$ cat src/rtl/mem_port_arbiter_pkg.sv
// Shared types for the fetch/data memory port arbiter.
// Bus widths, FSM states, grant owner and tie-break helper.
package mem_port_arbiter_pkg;

  localparam int ADDR_BUS    = 32;
  localparam int DATA_BUS    = 32;
  localparam int MEM_SEL_BUS = 4;
  localparam int TIMEOUT_DEF = 255;

  typedef enum logic [1:0] {
    ST_IDLE,
    ST_FETCH,
    ST_DATA,
    ST_RESP
  } arb_state_e;

  typedef enum logic {
    GNT_FETCH = 1'b0,
    GNT_DATA  = 1'b1
  } gnt_e;

  // On a tie the port not served last wins.
  function automatic gnt_e pick_port(
    input logic f,
    input logic d,
    input gnt_e last
  );
    if (f && d)
      return (last == GNT_FETCH) ? GNT_DATA : GNT_FETCH;
    return d ? GNT_DATA : GNT_FETCH;
  endfunction

endpackage

$ cat src/rtl/mem_port_arbiter_watchdog.sv
// Bus wait watchdog for mem_port_arbiter.
// Only built when ARB_BUS_TIMEOUT_EN is defined.
`ifdef ARB_BUS_TIMEOUT_EN
module mem_arb_watchdog
  import mem_port_arbiter_pkg::*;
#(
  parameter int unsigned LIMIT = TIMEOUT_DEF
) (
  input  logic clk,
  input  logic rst,
  input  logic clr_i,
  input  logic busy_i,
  input  logic ready_i,
  output logic expire_o
);

  localparam int CW = $clog2(LIMIT + 1);

  logic [CW-1:0] cnt_q, cnt_d;

  // Count waiting bus cycles, restart on every grant.
  always_comb begin
    cnt_d = cnt_q;
    if (clr_i)
      cnt_d = '0;
    else if (busy_i && !ready_i)
      cnt_d = cnt_q + 1'b1;
  end

  // Counter register.
  always_ff @(posedge clk or negedge rst) begin
    if (!rst) cnt_q <= '0;
    else      cnt_q <= cnt_d;
  end

  assign expire_o = busy_i && !ready_i &&
                    (cnt_q == CW'(LIMIT - 1));

endmodule
`endif

$ cat src/rtl/mem_port_arbiter.sv
// Shares one variable-latency memory bus between fetch and data ports.
// ARB_BUS_TIMEOUT_EN enables the bus wait watchdog and bus_err.
module mem_port_arbiter
  import mem_port_arbiter_pkg::*;
#(
  parameter int unsigned TIMEOUT_CYCLES = TIMEOUT_DEF
) (
  input  logic                   clk,
  input  logic                   rst,
  input  logic                   if_en,
  input  logic [ADDR_BUS-1:0]    if_addr,
  output logic [DATA_BUS-1:0]    if_rdata,
  output logic                   if_valid,
  output logic                   stall_if,
  input  logic                   mem_en,
  input  logic [MEM_SEL_BUS-1:0] mem_wen,
  input  logic [ADDR_BUS-1:0]    mem_addr,
  input  logic [DATA_BUS-1:0]    mem_wdata,
  output logic [DATA_BUS-1:0]    mem_rdata,
  output logic                   mem_valid,
  output logic                   stall_mem,
  output logic                   bus_req,
  output logic [MEM_SEL_BUS-1:0] bus_wen,
  output logic [ADDR_BUS-1:0]    bus_addr,
  output logic [DATA_BUS-1:0]    bus_wdata,
  input  logic [DATA_BUS-1:0]    bus_rdata,
  input  logic                   bus_ready,
  output logic                   bus_err
);

  arb_state_e             state_q;
  gnt_e                   last_q;
  logic                   req_q;
  logic [MEM_SEL_BUS-1:0] wen_q;
  logic [ADDR_BUS-1:0]    addr_q;
  logic [DATA_BUS-1:0]    wdata_q;
  logic [DATA_BUS-1:0]    if_rdata_q, mem_rdata_q;
  logic                   if_valid_q, mem_valid_q;

`ifdef ARB_BUS_TIMEOUT_EN
  logic err_q;
  logic expire;
  logic grant;
  logic busy;

  assign grant = (state_q == ST_IDLE) && (if_en || mem_en);
  assign busy  = (state_q == ST_FETCH) || (state_q == ST_DATA);

  mem_arb_watchdog #(
    .LIMIT (TIMEOUT_CYCLES)
  ) u_wdog (
    .clk      (clk),
    .rst      (rst),
    .clr_i    (grant),
    .busy_i   (busy),
    .ready_i  (bus_ready),
    .expire_o (expire)
  );

  assign bus_err = err_q;
`else
  assign bus_err = 1'b0;
`endif

  // Transfer sequencer with registered bus and response outputs.
  always_ff @(posedge clk or negedge rst) begin
    if (!rst) begin
      state_q     <= ST_IDLE;
      last_q      <= GNT_FETCH;
      req_q       <= 1'b0;
      wen_q       <= '0;
      addr_q      <= '0;
      wdata_q     <= '0;
      if_rdata_q  <= '0;
      mem_rdata_q <= '0;
      if_valid_q  <= 1'b0;
      mem_valid_q <= 1'b0;
`ifdef ARB_BUS_TIMEOUT_EN
      err_q       <= 1'b0;
`endif
    end else begin
      unique case (state_q)
        ST_IDLE: begin
          if (if_en || mem_en) begin
            req_q <= 1'b1;
            if (pick_port(if_en, mem_en, last_q) == GNT_DATA) begin
              addr_q  <= mem_addr;
              wen_q   <= mem_wen;
              wdata_q <= mem_wdata;
              state_q <= ST_DATA;
            end else begin
              addr_q  <= if_addr;
              wen_q   <= '0;
              wdata_q <= '0;
              state_q <= ST_FETCH;
            end
          end
        end
        ST_FETCH: begin
          if (bus_ready) begin
            if_rdata_q <= bus_rdata;
            if_valid_q <= 1'b1;
            req_q      <= 1'b0;
            state_q    <= ST_RESP;
          end
`ifdef ARB_BUS_TIMEOUT_EN
          else if (expire) begin
            if_rdata_q <= '0;
            if_valid_q <= 1'b1;
            err_q      <= 1'b1;
            req_q      <= 1'b0;
            state_q    <= ST_RESP;
          end
`endif
        end
        ST_DATA: begin
          if (bus_ready) begin
            mem_rdata_q <= (|wen_q) ? '0 : bus_rdata;
            mem_valid_q <= 1'b1;
            req_q       <= 1'b0;
            state_q     <= ST_RESP;
          end
`ifdef ARB_BUS_TIMEOUT_EN
          else if (expire) begin
            mem_rdata_q <= '0;
            mem_valid_q <= 1'b1;
            err_q       <= 1'b1;
            req_q       <= 1'b0;
            state_q     <= ST_RESP;
          end
`endif
        end
        ST_RESP: begin
          last_q      <= if_valid_q ? GNT_FETCH : GNT_DATA;
          if_valid_q  <= 1'b0;
          mem_valid_q <= 1'b0;
`ifdef ARB_BUS_TIMEOUT_EN
          err_q       <= 1'b0;
`endif
          state_q     <= ST_IDLE;
        end
        default: state_q <= ST_IDLE;
      endcase
    end
  end

  assign bus_req   = req_q;
  assign bus_wen   = wen_q;
  assign bus_addr  = addr_q;
  assign bus_wdata = wdata_q;
  assign if_rdata  = if_rdata_q;
  assign if_valid  = if_valid_q;
  assign mem_rdata = mem_rdata_q;
  assign mem_valid = mem_valid_q;
  assign stall_if  = if_en && !if_valid_q;
  assign stall_mem = mem_en && !mem_valid_q;

endmodule

$ cat config.mk
export PLATFORM = sky130hd
export DESIGN_NAME = mem_port_arbiter
export DESIGN_NICKNAME = d
export VERILOG_FILES = /design/src/rtl/mem_port_arbiter_pkg.sv /design/src/rtl/mem_port_arbiter_watchdog.sv /design/src/rtl/mem_port_arbiter.sv
export SDC_FILE = /design/constraint.sdc
export NUM_CORES = 1
export LEC_CHECK = 0
export ABC_AREA = 0
export ABC_CLOCK_PERIOD_IN_PS = 1700
export CAP_MARGIN = 20
export CORE_UTILIZATION = 30
export DETAILED_ROUTE_END_ITERATION = 12
export GPL_TIMING_DRIVEN = 0
export PLACE_DENSITY = 0.67
export SLEW_MARGIN = 20
export SYNTH_ARGS = -nofsm -noshare
export SYNTH_HDL_FRONTEND = slang
export SYNTH_SLANG_ARGS = --single-unit
export TNS_END_PERCENT = 50
$ cat constraint.sdc
create_clock -name clk -period 1.7 [get_ports clk]
set_clock_uncertainty 0.05 [all_clocks]
set_input_delay 0.34 -clock clk [delete_from_list [all_inputs] [get_ports clk]]
set_output_delay 0.34 -clock clk [all_outputs]
set_load 0.05 [all_outputs]
==> results.yml <==
timing:
  post-route-min-period_ns: 1.67
  worstMarginPinSlew_ns: 0.533
  fmax_ghz: 0.600
  maxSlewHeadroom_pct: 64.5
  setup_viol: 0
  fin_ws_ns: 0.0340
  hold_viol: 0
  final.period_utilization_pct: 98.0
  drv_slew: 0
  rsz0062_at_grt: "true"
layout:
  stdcell_count: 965
  diodes: 0
  drive_gt1_share_pct: 27.7
  fillers: 1572
  fin_nets: 869
  syn_to_final_growth_pct: 62.0
global_route:
  track_usage_pct: 17.9
  grt_pass1_wl_um: 25600
  grt_max_degree: 71
  grt_pass1_vias: 4877
  grt_antenna_before_repair: 0
  overflow: 0
synthesis:
  synth_area_leaders: "dfrtp_1 (64%), a22o_1 (11%), mux2_2 (6.9%)"
  syn_area_mm2: 0.00542
  synth-seq-cells: 138
  netlist_instances: 434
  synthFlopType: "dfrtp_1"
  synthArstFlopShare_pct: 100
  yosysTopAreaCell: "dfrtp_1"
  yosysSeqAreaShare_pct: 63.8
  synth_top_area_share_pct: 63.8
  yosys-top-cells-count: "dfrtp_1 (138), a21oi_1 (70), a22o_1 (68), nand2_1 (36), nor2_1 (35)"
  synth_cell_types: 26
  yosysMostFrequentCell: "dfrtp_1"
  ys_warn_count: 0
  syn_area_per_cell_um2: 12.5
  syn-num-nets: 576
  synth_edf_count: 0
clock_tree:
  clock_path_buffers: 2
  cts_tree: "yes"
  clk_pin_slew_worst_paths_ns: 0.06
  htree_levels: 4
  numCtsBuffers: 17
  root_buffer: "clkbuf_16"
  clock-sinks: 138
  clock_latency_ns: 0.41
placement:
  numPortBuffers: 272
  dp_slack_ns: -0.627
  dp_hpwl_um: 12300
  gp_congestion: 0.804
  placedCellCount: 932
power:
  p_leak_nw: 4.02
  seqPwrFrac_pct: 27.8
  p_comb_share_pct: 54.6
  power.density_mw_per_mm2: 2370
  power.internal_mw: 10.5
  vdd_ir_drop_max_mv: 1.15
  swShare_pct: 49.6
  power.switching_mw: 10.3
  pwr-share-clk_pct: 17.6
critical_path:
  crit_chain: "dlygate4sd2_1"
  cp_data_required_time_ns: 1.31
  crit_path_max_incr_delay_ns: 0.53
  path_buf_inv: 1
  critPathSlowestCell: "dlygate4sd2_1"
  path_class: "reg -> out"
  cp_data_arrival_time_ns: 1.28
  cp_top_family: "buffers and inverters"
  cp-start-kind: "flip-flop"
  crit_fanout: 2
  critPathCaptureType: "primary output"
job:
  maxCapViolations: 0
floorplanning:
  ios: 275
  start_util_pct: 31.0
  dieArea_mm2: 0.0186
  fp-row-count: 48
  dieHeight_um: 136
  core_mm2: 0.0175
  dieWidth_um: 136
detailed_routing:
  route.detailed.drc: 0
  drtAntennaViolNets: 0
  wl_per_cell_um: 17.2
  firstDrtPassIters: 4
  drt_iter0_drc: 147
  totalWireLength_um: 16600
  vias: 4637
  avgViaCountPerCell: 4.81
status:
  status: "finished, final reports clean"
min_path:
  hold_class: "in -> async"
-- layout by cell type, fill, tap and decap left out, types with 2 or more instances in the layout --
cell type | netlist | routed
clkdlybuf4s15_1 | 0 | 34
mux2i_1 | 2 | 2
a21oi_1 | 70 | 68
clkbuf_2 | 1 | 80
ha_1 | 5 | 4
clkdlybuf4s50_1 | 0 | 133
mux2_2 | 33 | 32
clkbuf_16 | 0 | 17
nand2_2 | 0 | 2
clkinvlp_4 | 0 | 4
clkinv_4 | 0 | 2
a22o_1 | 68 | 68
buf_4 | 5 | 6
clkbuf_1 | 13 | 9
nor2_1 | 35 | 35
dfrtp_1 | 138 | 138
buf_2 | 8 | 7
nor2b_1 | 3 | 2
a21oi_2 | 0 | 2
clkdlybuf4s15_2 | 0 | 25
inv_2 | 0 | 2
bufinv_16 | 0 | 2
nand2_1 | 36 | 34
o22ai_1 | 2 | 2
buf_6 | 3 | 7
inv_6 | 0 | 3
-- flip-flops by register name, summed over array words and instances (netlist names) --
| signal | cells |
|---|---|
| state_q | 2 |
| mem_valid | 1 |
| last_q | 1 |
| if_valid | 1 |
| bus_wdata | 32 |
| mem_rdata | 32 |
| if_rdata | 32 |
| bus_req | 1 |
| bus_addr | 32 |
| bus_wen | 4 |
-- power groups by stage --
stage	Sequential (mW)	Clock [mW]	Combinational, mW
3_5_place_dp	5.79	0	12.4
3_3_place_gp	5.74	0	12.2
4_1_cts	5.77	3.75	11.7
6_report	5.79	3.66	11.4
2_1_floorplan	11.0	0	2.70
5_1_grt	5.97	3.90	11.9
-- per-stage QoR --
step | hold slack, ns | setup TNS, ns | area [µm²] | power (mW) | utilization (%)
floorplan | -0.00559 | -0.0303 | 5420 | 13.7 | -
global placement | 0.437 | -740.00 | 8420 | 18.0 | 48.2
detailed placement | 0.278 | -47.18 | 8450 | 18.2 | 48.4
CTS | 0.399 | -2.23 | 9060 | 21.2 | 51.9
global route | 0.402 | -0.00167 | 8770 | 21.8 | 50.2
finish | 0.405 | 0 | 8770 | 20.8 | 50.2
-- final timing paths --
path	from	end	slack [ns]	cells past startpoint
max	if_rdata[17]	if_rdata[17]	0.03	1
min	rst	if_rdata[21]	0.41	2
max reg2reg	state_q[0]	state_q[0]	0.11	5
min reg2reg	bus_wdata[27]	bus_wdata[27]	0.45	1
max in group asynchronous	rst	bus_wdata[23]	0.46	3
min in group clk	if_addr[2]	bus_addr[2]	0.42	3
-- layout make-up --
class | instances | area [µm²] | area share [%]
clock buffers | 20 | 447 | 5.09
inverters | 2 | 7.51 | 0.0856
clock inverters | 12 | 139 | 1.58
repair buffers | 274 | 2410 | 27.5
well taps | 225 | 282 | 3.21
multi-input cells | 263 | 1820 | 20.8
plain buffers | 31 | 205 | 2.34
flip-flops and latches | 138 | 3450 | 39.4
-- metal layers --
layer / vias to the layer above / routed length (µm) / GRT usage [%]
met5: - / 0 / 0
met3: 27 / 1400 / 7.05
li1: 2141 / - / -
met4: 0 / 285 / 6.73
met2: 205 / 8340 / 30.3
met1: 2264 / 6580 / 20.3
-- what timing repair did --
item | 4_1_cts | 5_1_grt
hold buffers | 1 | 0
endpoints found under the hold margin | 68 | 0
resized for setup | 291 | 118
endpoints found under the setup margin | 231 | 211
pin swaps | 1 | 1
buffers inserted | 0 | 0
-- cell families (layout without fill, tap and decap cells) --
group / after synthesis / in the layout / synth area share [%]
AO/OA/AOI/OAI: 145 / 145 / 18.7
flip-flops: 138 / 138 / 63.8
AND/OR/NAND/NOR: 77 / 77 / 5.80
multiplexers: 35 / 35 / 7.23
buffers and inverters: 33 / 339 / 3.26
adder cells (fa/ha/maj): 5 / 5 / 1.16
other: 1 / 1 / 0.0692
(Power assumes the default switching activity.)
